<file path="src/rtl/uart_cmd_pkg.sv">
// Shared types and constants for the UART command frame decoder.
package uart_cmd_pkg;

  typedef enum logic [2:0] {
    S_IDLE,
    S_ADDR,
    S_DHI,
    S_DLO,
    S_CSUM
  } state_t;

  localparam logic [1:0] ERR_NONE    = 2'd0;
  localparam logic [1:0] ERR_CSUM    = 2'd1;
  localparam logic [1:0] ERR_TIMEOUT = 2'd2;
  localparam logic [1:0] ERR_OVF     = 2'd3;

  localparam int FRAME_LEN = 5;

endpackage

</file>
<file path="src/rtl/uart_cmd_decoder.sv">
// Assembles SYNC/ADDR/DATA_HI/DATA_LO/CSUM frames from the UART byte stream
// and presents them as valid/ready register-write commands.
module uart_cmd_decoder
  import uart_cmd_pkg::*;
#(
  parameter logic [7:0] sync_byte = 8'hA5,
  parameter logic [7:0] max_addr  = 8'd32
) (
  input  logic        clk,
  input  logic        rst,
  input  logic        rx_data_ready,
  input  logic [7:0]  rx_data,
  input  logic        rx_endofpacket,
  output logic        cmd_valid,
  input  logic        cmd_ready,
  output logic [7:0]  cmd_addr,
  output logic [15:0] cmd_data,
  output logic        err_pulse,
  output logic [1:0]  err_code,
  output logic [15:0] good_count,
  output logic [7:0]  err_count
);

  state_t     state;
  logic [7:0] csum;
  logic [7:0] addr_sh;
  logic [7:0] dhi_sh;
  logic [7:0] dlo_sh;

  logic       accept;
  logic       err_det;
  logic [1:0] err_kind;
  logic       load;

  assign accept = cmd_valid && cmd_ready;

  // An accept in the same cycle frees the output register, so it is not an overflow.
  always_comb begin
    err_det  = 1'b0;
    err_kind = ERR_NONE;
    load     = 1'b0;
    if (rx_data_ready) begin
      if (state == S_CSUM) begin
        if (rx_data != csum) begin
          err_det  = 1'b1;
          err_kind = ERR_CSUM;
        end else if ((addr_sh >= max_addr) || (cmd_valid && !accept)) begin
          err_det  = 1'b1;
          err_kind = ERR_OVF;
        end else begin
          load = 1'b1;
        end
      end
    end else if (rx_endofpacket && (state != S_IDLE)) begin
      err_det  = 1'b1;
      err_kind = ERR_TIMEOUT;
    end
  end

  always_ff @(posedge clk) begin
    if (rst) begin
      state      <= S_IDLE;
      csum       <= 8'h00;
      addr_sh    <= 8'h00;
      dhi_sh     <= 8'h00;
      dlo_sh     <= 8'h00;
      cmd_valid  <= 1'b0;
      cmd_addr   <= 8'h00;
      cmd_data   <= 16'h0000;
      err_pulse  <= 1'b0;
      err_code   <= ERR_NONE;
      good_count <= 16'h0000;
      err_count  <= 8'h00;
    end else begin
      err_pulse <= err_det;
      if (err_det) begin
        err_code <= err_kind;
        if (err_count != 8'hFF) begin
          err_count <= err_count + 8'd1;
        end
      end

      if (load) begin
        cmd_valid  <= 1'b1;
        cmd_addr   <= addr_sh;
        cmd_data   <= {dhi_sh, dlo_sh};
        good_count <= good_count + 16'd1;
      end else if (accept) begin
        cmd_valid <= 1'b0;
      end

      // A sync value mid-frame is plain data; only a bad checksum or timeout resyncs.
      if (rx_data_ready) begin
        case (state)
          S_IDLE: begin
            if (rx_data == sync_byte) begin
              state <= S_ADDR;
              csum  <= 8'h00;
            end
          end
          S_ADDR: begin
            addr_sh <= rx_data;
            csum    <= csum ^ rx_data;
            state   <= S_DHI;
          end
          S_DHI: begin
            dhi_sh <= rx_data;
            csum   <= csum ^ rx_data;
            state  <= S_DLO;
          end
          S_DLO: begin
            dlo_sh <= rx_data;
            csum   <= csum ^ rx_data;
            state  <= S_CSUM;
          end
          S_CSUM: begin
            state <= S_IDLE;
          end
          default: begin
            state <= S_IDLE;
          end
        endcase
      end else if (rx_endofpacket) begin
        state <= S_IDLE;
      end
    end
  end

endmodule
</file>
<file path="config.mk">
export PLATFORM = sky130hd
export DESIGN_NAME = uart_cmd_decoder
export DESIGN_NICKNAME = d
export VERILOG_FILES = /design/src/rtl/uart_cmd_pkg.sv /design/src/rtl/uart_cmd_decoder.sv
export SDC_FILE = /design/constraint.sdc
export NUM_CORES = 1
export LEC_CHECK = 0
export CORE_ASPECT_RATIO = 1.5
export CORE_UTILIZATION = 50
export DETAILED_ROUTE_END_ITERATION = 8
export GPL_ROUTABILITY_DRIVEN = 0
export GPL_TIMING_DRIVEN = 0
export PLACE_DENSITY_LB_ADDON = 0.05
export SLEW_MARGIN = 20
export SYNTH_ARGS = -nofsm -noshare
export SYNTH_HDL_FRONTEND = slang
export SYNTH_SLANG_ARGS = --single-unit
</file>
<file path="constraint.sdc">
create_clock -name clk -period 2.75 [get_ports clk]
set_clock_uncertainty 0.05 [all_clocks]
set_input_delay 0.275 -clock clk [delete_from_list [all_inputs] [get_ports clk]]
set_output_delay 0.275 -clock clk [all_outputs]
set_load 0.01 [all_outputs]
</file>
==> impl_metrics.env <==
export IMPL_grt_pass1_vias=3151
export IMPL_sequentialPowerShare_pct=53.9
export IMPL_synthDistinctLibCells=45
export IMPL_critPathTopFamily="simple AND/OR/NAND/NOR gates"
export IMPL_max_cap_violations=0
export IMPL_finalWirelength_mm=8.810
export IMPL_startpoint="rx_data[1]"
export IMPL_placement_rows=37
export IMPL_numCtsBuffers=9
export IMPL_post_route_min_period_ns=2.594
export IMPL_min_from="rst"
export IMPL_preCtsSetupSlack_ns=-0.3184
export IMPL_cts_hold_buf=0
export IMPL_synth_async_reset_ratio_pct=0
export IMPL_path_clk_slew_ns=0.09
export IMPL_core_area_sq_mm=0.006990
export IMPL_clock_sinks=87
export IMPL_setup_viol=0
export IMPL_cts_tree="done"
export IMPL_cp_num_buf_inv=2
export IMPL_ir_worst_vdd_mv=0.4030
export IMPL_drtIter0Drc=160
export IMPL_synth_edf_count=0
export IMPL_cp_required_ns=2.94
export IMPL_ios=65
export IMPL_path_max_fanout=10
export IMPL_fp_dieW_um=71.95
export IMPL_overflow=0
export IMPL_yosysSeqAreaShare_pct=47.46
export IMPL_layout_setup_ws_ns=0.1557
export IMPL_pwr_share_comb_pct=3.4
export IMPL_hold_viol_final=0
export IMPL_synth_top_cell_area_share_pct=47.46
export IMPL_ant_nets=0
export IMPL_grt_pass1_wl_mm=14.48
export IMPL_nets=540
export IMPL_fin_cells=627
export IMPL_die_area_sq_mm=0.007693
export IMPL_rsz0062_at_grt="false"
export IMPL_crit_chain="clkdlybuf4s50_1 > xor2_1 > nor4_4 > nand4_1 > clkbuf_1 > nor3_1 > mux2_2"
export IMPL_outcome="finished, final reports clean"
export IMPL_reg2reg_from="cmd_valid$_SDFFE_PP0P_"
export IMPL_yosys_top_cells_count="nand2_1 (102), dfxtp_1 (87), a21oi_1 (73), nor2_1 (30), clkbuf_1 (18)"
export IMPL_vias_per_cell=5.399
export IMPL_h_tree_depth=3
export IMPL_drt_first_pass_iters=4
export IMPL_placedCellCount=611
export IMPL_total_power_mw=2.337
export IMPL_place_hpwl_mm=6.373
export IMPL_synth_seq_cells=87
export IMPL_synth_top_area_cell="dfxtp_1"
export IMPL_numPortBuffers=63
export IMPL_p_int_mw=1.807
export IMPL_cts_buffer_depth=2
export IMPL_slew_headroom_pct=42.28
export IMPL_initial_utilization_pct=52.50
export IMPL_crit_slowest_cell="clkdlybuf4s50_1"
export IMPL_holdWs_ns=0.3529
export IMPL_synth_nets=466
export IMPL_p_sw_mw=0.5304
export IMPL_wire_per_inst_um=14.05
export IMPL_syn_to_final_growth_pct=27.17
export IMPL_power_density_mw_per_mm2=500.8
export IMPL_critPathArrivalTime_ns=2.79
export IMPL_final_util_pct=66.76
export IMPL_period_share_pct=94.34
export IMPL_path_class="input port to flip-flop"
export IMPL_synth_most_common_cell="nand2_1"
export IMPL_syn_area_per_cell_sq_um=8.137
export IMPL_cpPeakStageDelay_ns=0.61
export IMPL_syn_cell_area_sq_mm=0.003670
export IMPL_grt_max_degree=17
export IMPL_worst_skew_pair_late_latency_ns=0.35
export IMPL_synthTopCellsByArea="dfxtp_1 (47%), nand2_1 (10%), a21oi_1 (10%)"
export IMPL_clockPowerShare_pct=42.7
export IMPL_synth_main_ff_cell="dfxtp_1"
export IMPL_leakage_nw=1.551
export IMPL_dr_total_vias=3385
export IMPL_end_kind="flip-flop"
export IMPL_die_height_um=106.9
export IMPL_startpoint_type="input port"
export IMPL_fmax_mhz=385.5
export IMPL_hold_class="input port to flip-flop"
export IMPL_slew_viol_final=0
export IMPL_n_antenna_cell=0
export IMPL_tightest_slew_ns=0.8591
export IMPL_cts_root_buffer="clkbuf_8"
export IMPL_grt_usage_pct=24.05
export IMPL_antenna_found_initial=0
export IMPL_drc=0
export IMPL_ys_warn_count=0
export IMPL_swShare_pct=22.69
export IMPL_drive_gt1_share_pct=7.736
export IMPL_syn_instance_count=451
## logic make-up after synthesis
group                      synth area share [%]
muxes                                     1.534
and+or+nand+nor                           27.45
AOI/OAI and AO/OA                         16.84
DFF                                       47.46
buffers and inverters                     3.648
adders and majority gates                0.6818
xor gates and xnor gates                  2.387
## path summary, 6_finish.rpt
check	to	slack [ns]	cells after the start
max	good_count[8]$_SDFFE_PP0P_	0.16	7
min	err_count[5]$_SDFFE_PP0P_	0.35	3
max reg2reg	good_count[8]$_SDFFE_PP0P_	0.27	6
min reg2reg	cmd_data[5]$_SDFFE_PP0P_	0.41	2
## power by group through the flow
stage	clock network [mW]	registers (mW)	logic, mW
floorplan	0	1.29	0.0324
detailed placement	0	1.29	0.0766
finish	0.999	1.26	0.0793
global route	1.09	1.26	0.0863
CTS	1.03	1.26	0.0766
global placement	0	1.29	0.0755
## final cells by class
type,instances,area [sq um]
plain buffers,26,111.4
clock buffers,9,123.9
fillers,626,2323
repair buffers,63,630.6
inverters,6,22.52
well taps,97,121.4
clock inverters,7,103.9
multi-input cells,332,1812
flip-flops and latches,87,1742
## metal layers
layer / GRT usage (%) / part of all wire (%) / vias to the layer above
li1: - / - / 1709
met1: 27.92 / 43 / 1602
met2: 43.26 / 53 / 67
met3: 4.041 / 3.4 / 7
met4: 9.384 / 0.99 / 0
met5: 0 / 0 / -
## metrics by stage
stage	TNS, ns	area [sq um]
4_1_cts	0	4649
2_1_floorplan	0	3670
3_3_place_gp	-5.766	4422
3_5_place_dp	-5.781	4422
5_1_grt	0	4667
6_report	0	4667
## cells in the final DEF, fill, tap and decap left out, drive strengths merged, types with 2 or more instances in the layout
master	netlist	layout
bufinv	0	2
nor2	30	30
dfxtp	87	87
nand3	10	10
buf	8	8
o21ai	12	12
or3	3	3
clkinv	0	3
clkbuf	18	27
and4	2	2
a22oi	2	2
nand2b	2	2
ha	2	2
and3	6	6
xor2	9	9
and2	2	2
nor4	5	5
o31ai	11	11
inv	6	8
nand4	7	7
clkdlybuf4s50	0	63
mux2	5	5
nor4bb	2	2
nor2b	7	7
or4	10	10
nand3b	9	9
nor3	3	3
a21oi	73	73
or2	5	5
nand2	102	102
## registers in the layout, summed over array words and instances, names as in the netlist
name and cells:
dlo_sh 8, addr_sh 8, err_count 8, cmd_valid 1
good_count 16, cmd_addr 8, csum 8, dhi_sh 8
state 3, err_pulse 1, err_code 2, cmd_data 16
## tightest hold or removal path, stage by stage
cell	delay [ns]
clkbuf_1	0.18
nor2b_1	0.14
mux2_2	0.14
## repair_timing
action / CTS / global route
resized for setup: 0 / 2
buffers inserted: 0 / 0
setup endpoints to repair: 0 / 22
No activity file was read; power rests on OpenSTA's default activity.
